`src/rtl/instr_fetch.sv`:
```
// Instruction fetch stage: credit-limited request issue, in-order response
// buffering with branch flush and discard of stale in-flight responses.
module instr_fetch #(
    parameter logic [63:0] RESET_PC = 64'h0000_0000_0000_0000,
    parameter int          DEPTH    = 2
) (
    input  logic        clk,
    input  logic        rst_n,

    output logic        imem_req_valid,
    input  logic        imem_req_ready,
    output logic [63:0] imem_addr,
    input  logic        imem_rsp_valid,
    input  logic [31:0] imem_rsp_data,

    input  logic        br_taken,
    input  logic [63:0] br_target,

    input  logic        id_ready,
    output logic        if_valid,
    output logic [31:0] if_instr,
    output logic [63:0] if_pc,
    output logic [6:0]  if_opcode,

    output logic        err_spurious
);

    // Counters hold 0..DEPTH; pointers index the DEPTH-entry ring.
    localparam int CNT_W = $clog2(DEPTH + 1);
    localparam int PTR_W = (DEPTH > 1) ? $clog2(DEPTH) : 1;

    logic [63:0]      fetch_pc_q, fetch_pc_d;
    logic [63:0]      rsp_pc_q, rsp_pc_d;
    logic [CNT_W-1:0] outstanding_q, outstanding_d;
    logic [CNT_W-1:0] discard_q, discard_d;
    logic [CNT_W-1:0] buf_count_q, buf_count_d;
    logic [PTR_W-1:0] rd_ptr_q, rd_ptr_d;
    logic [PTR_W-1:0] wr_ptr_q, wr_ptr_d;
    logic             err_spurious_q, err_spurious_d;

    logic [31:0]      buf_instr_q [DEPTH];
    logic [63:0]      buf_pc_q    [DEPTH];

    logic             credit_ok;
    logic             req_fire;
    logic             rsp_accept;
    logic             rsp_spurious;
    logic             push;
    logic             pop;
    logic [63:0]      br_pc;
    logic             unused_br_lsb;

    assign br_pc         = {br_target[63:2], 2'b00};
    assign unused_br_lsb = ^br_target[1:0];

    assign credit_ok = ({1'b0, outstanding_q} + {1'b0, buf_count_q}) < (CNT_W + 1)'(DEPTH);

    // NOTE: the credit test alone is true out of reset, so rst_n gates the
    // request combinationally to keep it low for the whole reset assertion.
    assign imem_req_valid = rst_n & credit_ok & ~br_taken;
    assign imem_addr      = fetch_pc_q;
    assign req_fire       = imem_req_valid & imem_req_ready;

    assign rsp_accept   = imem_rsp_valid & (outstanding_q != '0);
    assign rsp_spurious = imem_rsp_valid & (outstanding_q == '0);
    assign push         = rsp_accept & (discard_q == '0) & ~br_taken;

    assign if_valid     = (buf_count_q != '0);
    assign if_instr     = buf_instr_q[rd_ptr_q];
    assign if_pc        = buf_pc_q[rd_ptr_q];
    assign if_opcode    = if_instr[6:0];
    assign pop          = if_valid & id_ready;
    assign err_spurious = err_spurious_q;

    always_comb begin
        fetch_pc_d     = fetch_pc_q;
        rsp_pc_d       = rsp_pc_q;
        outstanding_d  = outstanding_q;
        discard_d      = discard_q;
        buf_count_d    = buf_count_q;
        rd_ptr_d       = rd_ptr_q;
        wr_ptr_d       = wr_ptr_q;
        err_spurious_d = err_spurious_q | rsp_spurious;

        case ({req_fire, rsp_accept})
            2'b10:   outstanding_d = outstanding_q + CNT_W'(1);
            2'b01:   outstanding_d = outstanding_q - CNT_W'(1);
            default: outstanding_d = outstanding_q;
        endcase

        if (br_taken) begin
            // Everything still in flight belongs to the wrong path; a response
            // landing this cycle is already retired from that count.
            fetch_pc_d  = br_pc;
            rsp_pc_d    = br_pc;
            discard_d   = rsp_accept ? (outstanding_q - CNT_W'(1)) : outstanding_q;
            buf_count_d = '0;
            rd_ptr_d    = '0;
            wr_ptr_d    = '0;
        end else begin
            if (req_fire) begin
                fetch_pc_d = fetch_pc_q + 64'd4;
            end

            if (rsp_accept && (discard_q != '0)) begin
                discard_d = discard_q - CNT_W'(1);
            end

            if (push) begin
                rsp_pc_d = rsp_pc_q + 64'd4;
                wr_ptr_d = wr_ptr_q + PTR_W'(1);
            end

            if (pop) begin
                rd_ptr_d = rd_ptr_q + PTR_W'(1);
            end

            case ({push, pop})
                2'b10:   buf_count_d = buf_count_q + CNT_W'(1);
                2'b01:   buf_count_d = buf_count_q - CNT_W'(1);
                default: buf_count_d = buf_count_q;
            endcase
        end
    end

    always_ff @(posedge clk or negedge rst_n) begin
        if (!rst_n) begin
            fetch_pc_q     <= RESET_PC;
            rsp_pc_q       <= RESET_PC;
            outstanding_q  <= '0;
            discard_q      <= '0;
            buf_count_q    <= '0;
            rd_ptr_q       <= '0;
            wr_ptr_q       <= '0;
            err_spurious_q <= 1'b0;
        end else begin
            fetch_pc_q     <= fetch_pc_d;
            rsp_pc_q       <= rsp_pc_d;
            outstanding_q  <= outstanding_d;
            discard_q      <= discard_d;
            buf_count_q    <= buf_count_d;
            rd_ptr_q       <= rd_ptr_d;
            wr_ptr_q       <= wr_ptr_d;
            err_spurious_q <= err_spurious_d;
        end
    end

    // NOTE: buffer storage is deliberately not reset; if_valid qualifies every
    // read, so only the count and pointers need a defined reset value.
    always_ff @(posedge clk) begin
        if (push) begin
            buf_instr_q[wr_ptr_q] <= imem_rsp_data;
            buf_pc_q[wr_ptr_q]    <= rsp_pc_q;
        end
    end

endmodule

```
`config.mk`:
```
export PLATFORM = sky130hd
export DESIGN_NAME = instr_fetch
export DESIGN_NICKNAME = d
export VERILOG_FILES = /design/src/rtl/instr_fetch.sv
export SDC_FILE = /design/constraint.sdc
export NUM_CORES = 1
export LEC_CHECK = 0
export ABC_CLOCK_PERIOD_IN_PS = 26100
export CORE_UTILIZATION = 35
export DETAILED_ROUTE_END_ITERATION = 8
export MAX_ROUTING_LAYER = met4
export PLACE_DENSITY = 0.54
export SKIP_LAST_GASP = 1
export SYNTH_ARGS = -nofsm -noshare
export SYNTH_HDL_FRONTEND = slang
export SYNTH_SLANG_ARGS = --single-unit
```
`constraint.sdc`:
```
create_clock -name clk -period 26.1 [get_ports clk]
set_clock_uncertainty 0.1 [all_clocks]
set_input_delay 3.915 -clock clk [delete_from_list [all_inputs] [get_ports clk]]
set_output_delay 3.915 -clock clk [all_outputs]
set_load 0.1 [all_outputs]
```
==> run metrics, run 1 <==
Mapped Cells 1120; Hold Path Depth 1; wire per inst 21.32 µm; Syn. warnings 0; Reg clk slew, reported paths 0.05 ns; clk_lat worst skew 0.56 ns; RSZ-0062 raised after global routing false; Post-synth top flop edfxtp_1; cts bufs inserted 38; CP required 22.08 ns; Mean Syn Cell Area 13.04 µm²; Max Fclk 0.1004 GHz; CTS Buffer Depth 3; Die Area 0.04254 mm²; status finished, violations left; #FFs+latches synth 321; Root Buffer clkbuf_16; NetSw 0.5772 mW; r2r endpoint imem_addr[62]$_DFFE_PN0P_; Reg power frac 39.4%; post-layout util 46.40%; worst path arrival time 5.95 ns; largest net degree at the start of global routing 74; pwr dens 83.74 mW/mm²; post-cts resize count 0; Comb pwr share 27.7%; register-to-register setup slack 21.92 ns; Slew Limit Fails 0; Hold Path Sink err_spurious$_DFF_PN0_; # rows 74; 1st-pass router iterations 6; I/O Buffers 265; async set-reset flop share out of synthesis 41.43%; Fin. Hold Viols 0; worst hold-check path type reg2reg; failing checks design-rule violations; Iter 0 DRT Violations 734; number of global-route vias before repair 10125; Die Wd 206.3 µm; cts hold-fix bufs 0; Setup TNS 0 ns; dpl cells 1879; top cell type's share of synthesized area 38.66%; Starting Density 35.60%; share of cells above drive strength 1 16.58%; final net count 1495; Ports 272; gr usage total 20.18%; Sw Ratio 36.22%; H-tree lvl count 2; ranking of synthesized cells by area edfxtp_1 39%, dfrtp_1 23%, mux2_2 10%, xor2_1 3.2%, xnor2_1 3.2%; Hold Startpoint err_spurious$_DFF_PN0_; Max FO, Critical Path 73; Leak Pwr 6.660 nW; wirelength, routed 41580 µm; first-pass GRT wire length 62110 µm; DR vias/cell 5.223; path depth of the worst reg2reg path 9; CTS tree yes; sequential-to-total area share from yosys stat 61.45%; share of total power in the clock network 32.9%; total power 1.594 mW; Via Count 10185; CP endpoint kind output port; core area 0.04102 mm²; post-DP HPWL 29000 µm; Max Cap Viol 0; commonest cells after routing, fill and taps aside 263 x clkdlybuf4s50_1, 188 x edfxtp_1, 136 x mux2_2; fin crit share 38.16%; drt drc 34; initial antenna violation count 1; Mapped Area 0.01460 mm²; Tmin final 9.960 ns; slew at the pin closest to its max-slew limit 1.092 ns; EDFF count, synth 188; Num Clock Sinks 321; cell taking the most area after synthesis edfxtp_1; Setup violations, final 0; global route overflow 0; Startpoint Class input pin; setup bufs post-CTS 0; Critical R2R Launch outstanding_q[0]$_DFFE_PN0P_; total internal power 1.016 mW; count of cell types in the netlist 61; critical path class in2out; area growth from synthesis to layout 30.32%; worst vdd rail ir drop 0.00003849 V; GP Congestion 0.9217; DRT antenna net count 0; commonest non-fill, non-tap cell in the layout clkdlybuf4s50_1; Slew HR 26.97%; Die Ht 206.3 µm; fin cells 1950
[power by group through the flow]
stage                     Combinational [mW]  Clock [mW]  Sequential, mW
after floorplan                        0.262           0           0.697
after global placement                 0.442           0           0.635
after detailed placement               0.443           0           0.637
after CTS                              0.445       0.541           0.628
after global routing                   0.461       0.561           0.634
final                                  0.441       0.525           0.628
[how the worst max path moves through the flow]
stage                  start                     endpoint  slack [ns]  depth (start not counted)
CTS                 br_taken               imem_req_valid       16.11                          4
finish              br_taken               imem_req_valid       16.14                          4
global route        br_taken               imem_req_valid       16.06                          4
floorplan           br_taken  buf_instr_q[1][0]$_DFFE_PP_       13.91                          4
detailed placement  br_taken               imem_req_valid       16.14                          4
global placement    br_taken               imem_req_valid       16.11                          4
[cells by family (layout without fill, tap and decap cells)]
kind of cell | count (synthesis) | in the layout | share of synthesized area (%)
AO/OA/AOI/OAI | 104 | 104 | 4.318
XOR/XNOR | 107 | 107 | 6.418
buffers and inverters | 68 | 362 | 2.151
AND/OR/NAND/NOR | 376 | 376 | 14.51
flip-flops | 321 | 321 | 61.45
other | 1 | 5 | 0.02568
multiplexers | 137 | 137 | 10.56
adder cells (fa/ha/maj) | 6 | 6 | 0.5655
[Yosys cell counts (all sizes together) (2+ instances only)]
cell	n
edfxtp	188
mux2	136
dfrtp	133
nand2	86
nand3	59
nor2	57
nand4	56
xor2	54
xnor2	53
a21oi	33
o21ai	32
nor3	30
buf	26
clkbuf	25
nor4	24
inv	17
o211ai	17
and4	16
and3	14
o311ai	8
and2	6
ha	5
a21boi	4
nand2b	4
nor4b	4
or2	4
or3	4
or4	4
nor3b	3
a21o	2
a31oi	2
nor2b	2
[final cells by class]
| class | instances | area (µm²) |
|---|---|---|
| Clock inverter | 14 | 115.1 |
| Tap cell | 532 | 665.6 |
| Sequential cell | 321 | 8977 |
| Clock buffer | 56 | 1140 |
| Antenna cell | 1 | 2.502 |
| Timing Repair Buffer | 275 | 2724 |
| Inverter | 17 | 65.06 |
| Multi-Input combinational cell | 734 | 5341 |
| Fill cell | 3795 | 21990 |
[per-layer routing]
metal / track usage [%] / wire [µm]
met1: 27.52 / 19280
met2: 29.59 / 18450
met3: 4.478 / 2706
met4: 6.801 / 1139
met5: - / 0
[critical path, cell delays in order]
cell,delay [ns]
buf_2,0.09
buf_4,0.36
nor4b_1,0.38
clkdlybuf4s50_1,1.19
[sequential cells by signal, summed over array words and instances, names as in the netlist]
name           count
buf_count_q        2
buf_instr_q       64
buf_pc_q         124
discard_q          2
err_spurious       1
imem_addr         62
outstanding_q      2
rd_ptr_q           1
rsp_pc_q          62
wr_ptr_q           1
[through the flow]
stage / setup slack, ns / instance area, µm² / hold slack, ns
2_1_floorplan: 13.91 / 14610 / 0.3602
3_3_place_gp: 16.11 / 17770 / 0.3464
3_5_place_dp: 16.14 / 17770 / 0.3540
4_1_cts: 16.11 / 19030 / 0.3708
5_1_grt: 16.06 / 19030 / 0.3929
6_report: 16.14 / 19030 / 0.3625
(Power assumes the default switching activity.)
==> run 2, diff against run 1 <==
Settings changed: ABC_CLOCK_PERIOD_IN_PS 26100 to 10290.
Clock period 26.1 ns to 10.29 ns, I/O delays scaled along.
==> run 2 against run 1 <==
  * The run still ends with design-rule violations left
  * Sequential power rose to 2.5 times the previous value
  * Wire length grew 0.79%
  * Worst setup slack worse by 11 ns
  * Worst hold slack improved by 0.00053 ns
  * Sequential cell count is the same
  * Register-to-register slack worse by 16 ns
  * Non-clock buffer count did not move
  * First-iteration DRC count down 5.9%
  * Largest cell class unchanged
==> run metrics, run 2 (synthesis results as in run 1) <==
Area after DPL 0.01777 mm² (unchanged); GP Congestion 0.9020 (-2.1%); setup bufs post-CTS 0 (unchanged); Max Fclk 0.1859 GHz; Via Count 10090 (-0.93%); status finished, violations left; Leak Pwr 6.615 nW (-0.68%); r2r endpoint imem_addr[62]$_DFFE_PN0P_; Reg clk slew, reported paths 0.05 ns (about the same); wire per inst 21.51 µm (+0.89%); Critical Path Source rd_ptr_q$_DFFE_PN0P_; DRT antenna net count 0 (unchanged); core area 0.04102 mm² (unchanged); gr usage total 20.42% (+0.25 points); Filler Cell Count 3777 (-0.47%); cts hold-fix bufs 0 (unchanged); CTS Buffer Depth 3 (unchanged); RSZ-0062 raised after global routing false; # rows 74 (unchanged); clk_lat worst skew 0.55 ns (about the same); commonest cells after routing, fill and taps aside 263 x clkdlybuf4s50_1, 188 x edfxtp_1, 136 x mux2_2; final net count 1494 (-0.067%); critical path class reg2out; number of global-route vias before repair 10112 (-0.13%); Tmin final 5.379 ns; CTS tree yes; Starting Density 35.60% (unchanged); 1st-pass router iterations 7 (+1); global route overflow 0 (unchanged); Fin. Hold Viols 0 (unchanged); Die Ht 206.3 µm (unchanged); initial antenna violation count 2 (+1); Die Area 0.04254 mm² (unchanged); H-tree lvl count 2 (unchanged); register-to-register setup slack 6.21 ns (-15.71 ns); I/O Buffers 265 (unchanged); post-DP HPWL 29310 µm (+1.1%); slew at the pin closest to its max-slew limit 1.070 ns (-0.02226 ns); Slew Limit Fails 0 (unchanged); post-route design area 0.01894 mm² (-0.47%); pwr dens 209.7 mW/mm² (+150%); Num Clock Sinks 321 (unchanged); CP endpoint kind output port; Critical R2R Launch outstanding_q[0]$_DFFE_PN0P_; area growth from synthesis to layout 29.71%; worst path arrival time 3.74 ns (-2.21 ns); Setup violations, final 0 (unchanged); critical path capture point if_pc[34]; fin crit share 52.27%; failing checks design-rule violations; Root Buffer clkbuf_16; commonest non-fill, non-tap cell in the layout clkdlybuf4s50_1; CP required 8.65 ns (-13.43 ns); wirelength, routed 41900 µm (+0.79%); Setup TNS 0 ns (unchanged); Max Cap Viol 0 (unchanged); max reg flops 124 (unchanged); largest net degree at the start of global routing 78 (+5.4%); Slew HR 28.46% (+1.5 points); post-cts resize count 0 (unchanged); worst vdd rail ir drop 0.0001083 V (+180%); path depth of the worst reg2reg path 9 (unchanged); total power 3.972 mW (+150%); Die Wd 206.3 µm (unchanged); Top reg by flops buf_pc_q; Startpoint Class flop; Max FO, Critical Path 59 (-19%); DR vias/cell 5.180 (-0.83%); share of cells above drive strength 1 16.11% (-0.47 points); Iter 0 DRT Violations 691 (-5.9%); worst hold-check path type reg2reg; drt drc 34 (unchanged); Top Registers buf_pc_q: 124 flops, buf_instr_q: 64 flops; Ports 272 (unchanged); first-pass GRT wire length 62700 µm (+0.96%); cts bufs inserted 37 (-2.6%)
==> run 2: per-stage QoR <==
stage / cells / setup slack [ns] / util, % / hold slack (ns)
global placement: 1879 / 5.035 / 43.33 / 0.3453
CTS: 1947 / 4.793 / 46.17 / 0.3724
detailed placement: 1879 / 5.055 / 43.33 / 0.3543
global route: 1948 / 4.716 / 46.18 / 0.3971
finish: 1948 / 4.911 / 46.18 / 0.3630
floorplan: 1123 / 0.4698 / - / 0.3602
==> run 2: cell type report <==
class / count / area (µm²) / share of cell area, %
clock buffers: 50 / 1035 / 5.463
flip-flops and latches: 321 / 8977 / 47.40
multi-input cells: 734 / 5341 / 28.20
diodes: 1 / 2.502 / 0.01321
well taps: 532 / 665.6 / 3.514
repair buffers: 275 / 2724 / 14.38
inverters: 17 / 65.06 / 0.3435
clock inverters: 18 / 130.1 / 0.6870
==> run 2: metal layers <==
layer	track usage [%]	vias to the layer above	share of wire, %
met5	-	-	0
met3	3.832	83	6.6
met2	30.19	343	44
met4	7.852	0	3.3
met1	27.74	4960	46
li1	-	4704	-
==> run 2: worst max-delay path: stages (launching register included) <==
cell and delay (ns):
dfrtp_4 0.82, buf_4 0.78, mux2_2 0.30, clkdlybuf4s50_1 1.19
==> run 2: worst min path at each step <==
stage	slack [ns]	start	to	cells after the start
2_1_floorplan	0.36	outstanding_q[0]$_DFFE_PN0P_	outstanding_q[0]$_DFFE_PN0P_	1
3_3_place_gp	0.35	err_spurious$_DFF_PN0_	err_spurious$_DFF_PN0_	1
3_5_place_dp	0.35	err_spurious$_DFF_PN0_	err_spurious$_DFF_PN0_	1
4_1_cts	0.37	err_spurious$_DFF_PN0_	err_spurious$_DFF_PN0_	1
5_1_grt	0.40	err_spurious$_DFF_PN0_	err_spurious$_DFF_PN0_	1
6_report	0.36	err_spurious$_DFF_PN0_	err_spurious$_DFF_PN0_	1
==> run 2: power breakdown <==
part	switching [mW]	internal, mW	total, mW
clock	0.527	0.732	1.26
sequential	0.112	1.48	1.59
combinational	0.817	0.302	1.12
total	1.46	2.52	3.97
==> run 3, diff against run 2 <==
Settings changed: ABC_CLOCK_PERIOD_IN_PS 10290 to 4700, PLACE_DENSITY 0.54 to 0.56.
Clock period 10.29 ns to 4.7 ns, I/O delays scaled along.
==> run 3 against run 2 <==
  * The run still ends with design-rule violations left
  * Global-route usage down 0.064 points
  * Critical path depth stayed put
  * Worst hold slack worse by 0.085 ns
  * Clock power up 130%
  * Power grew 120%
  * Critical endpoint is now if_pc[18]
  * Highest routed layer unchanged
==> run metrics, run 3 (synthesis results as in run 1) <==
status finished, violations left; failing checks design-rule violations; hold_ws 0.2778 ns (-0.08514 ns); wire per inst 21.27 µm (-1.1%); commonest non-fill, non-tap cell in the layout clkdlybuf4s50_1; largest net degree at the start of global routing 73 (-6.4%); GP Congestion 0.9079 (+0.65%); total power 8.836 mW (+120%); Crit path largest cell delay 1.17 ns (-0.02 ns); Die Area 0.04254 mm² (unchanged); NetSw 3.220 mW (+120%); Slew Limit Fails 0 (unchanged); share of total power in the clock network 32.5% (+0.8 points); Critical R2R Launch outstanding_q[0]$_DFFE_PN0P_; Die Ht 206.3 µm (unchanged); area growth from synthesis to layout 31.09%; wirelength, routed 41720 µm (-0.44%); Slowest-stage cell, CP clkdlybuf4s50_1; Max Fclk 0.2628 GHz; global route overflow 0 (unchanged); Slew HR 24.91% (-3.5 points); share of cells above drive strength 1 18.40% (+2.3 points); worst path arrival time 3.00 ns (-0.74 ns); CTS Buffer Depth 3 (unchanged); initial antenna violation count 0 (-2); RSZ-0062 raised after global routing false; cts bufs inserted 38 (+2.7%); Reg power frac 39.4% (-0.7 points); Iter 0 DRT Violations 670 (-3.0%); Root Buffer clkbuf_16; setup bufs post-CTS 0 (unchanged); fin worst setup slack 0.8947 ns (-4.017 ns); post-cts resize count 0 (unchanged); Max FO, Critical Path 26 (-56%); CTS tree yes; Die Wd 206.3 µm (unchanged); Top reg by flops buf_pc_q; gr usage total 20.36% (-0.064 points); number of global-route vias before repair 10203 (+0.90%); CP required 3.89 ns (-4.76 ns); Comb pwr share 28.0% (-0.2 points); DRT antenna net count 0 (unchanged); 1st-pass router iterations 7 (unchanged); Starting Density 35.60% (unchanged); worst vdd rail ir drop 0.0002249 V (+110%); Area after DPL 0.01793 mm² (+0.87%); Ports 272 (unchanged); slew at the pin closest to its max-slew limit 1.126 ns (+0.05659 ns); fin crit share 80.96%; crit-path cells buf_4, mux2_2, clkdlybuf4s50_1; Max Cap Viol 0 (unchanged); # rows 74 (unchanged); Num Clock Sinks 321 (unchanged); Startpoint Class flop; drt drc 32 (-5.9%); commonest cells after routing, fill and taps aside 245 x clkdlybuf4s50_1, 188 x edfxtp_1, 136 x mux2_2; Tmin final 3.805 ns; total internal power 5.616 mW (+120%); clk_lat worst skew 0.56 ns (about the same); Fin. Hold Viols 0 (unchanged); Setup violations, final 0 (unchanged); first-pass GRT wire length 62670 µm (about the same); max reg flops 124 (unchanged); critical path class reg2out; core area 0.04102 mm² (unchanged); pwr dens 461.6 mW/mm² (+120%); final net count 1508 (+0.94%); Leak Pwr 6.749 nW (+2.0%); Reg clk slew, reported paths 0.06 ns (about the same); I/O Buffers 265 (unchanged); post-DP HPWL 30210 µm (+3.1%); Critical Path Source rd_ptr_q$_DFFE_PN0P_; H-tree lvl count 2 (unchanged); Sw Ratio 36.44% (-0.21 points); Via Count 10178 (+0.87%); CP endpoint kind output port; worst hold-check path type in2async; post-layout util 46.67% (+0.49 points); cts hold-fix bufs 0 (unchanged); number of diodes 0 (-1); Top Registers buf_pc_q: 124 flops, buf_instr_q: 64 flops; dpl ws 1.123 ns (-3.932 ns); DR vias/cell 5.190 (+0.20%); post-route design area 0.01914 mm² (+1.1%)
run 3: cell types whose count changed in the layout (fill, tap and decap cells not counted), sizes merged, moves of 2 or more:
| cell | delta |
|---|---|
| inv | +2 |
| clkinv | -5 |
| clkbuf | +2 |
| clkdlybuf4s50 | -18 |
| buf | +31 |
run 3: critical path: cells and delay by family, from the launching register on:
| kind | cells | cell delay, ns |
|---|---|---|
| buffers and inverters | 2 | 1.57 |
| flip-flops | 1 | 0.59 |
| multiplexers | 1 | 0.22 |
run 3: final cells by class:
| class | instances | area, µm² |
|---|---|---|
| fill | 3762 | 21870 |
| sequential | 321 | 8977 |
| multi-input combinational | 734 | 5360 |
| timing repair buffer | 288 | 2860 |
| clock buffer | 52 | 1055 |
| tap | 532 | 665.6 |
| clock inverter | 17 | 158.9 |
| inverter | 17 | 65.06 |
run 3: layer usage:
metal,vias to the layer above,GRT usage [%],part of all wire (%)
met2,304,30.13,45
met1,5069,27.66,45
met5,-,-,0
met4,0,7.589,2.8
li1,4745,-,-
met3,60,3.879,6.4
run 3: power by group through the flow:
stage / registers, mW / clock network [mW] / logic [mW]
finish: 3.48 / 2.87 / 2.48
global route: 3.52 / 3.06 / 2.59
CTS: 3.48 / 2.95 / 2.50
detailed placement: 3.54 / 0 / 2.49
global placement: 3.53 / 0 / 2.48
floorplan: 3.86 / 0 / 1.46
run 3: metrics by stage:
step	std cells	setup TNS, ns
6_report	1961	0
5_1_grt	1961	0
4_1_cts	1961	0
3_5_place_dp	1892	0
3_3_place_gp	1892	0
2_1_floorplan	1123	-174.35
run 3: final timing paths:
path	cells past startpoint	slack (ns)	to
worst max-delay path	3	0.89	if_pc[18]
worst min-delay path	2	0.28	rd_ptr_q$_DFFE_PN0P_
worst max register to register	10	1.18	imem_addr[62]$_DFFE_PN0P_
worst min register to register	1	0.36	err_spurious$_DFF_PN0_
max in group asynchronous	3	2.71	imem_addr[3]$_DFFE_PN0P_
min in group clk	1	0.36	err_spurious$_DFF_PN0_
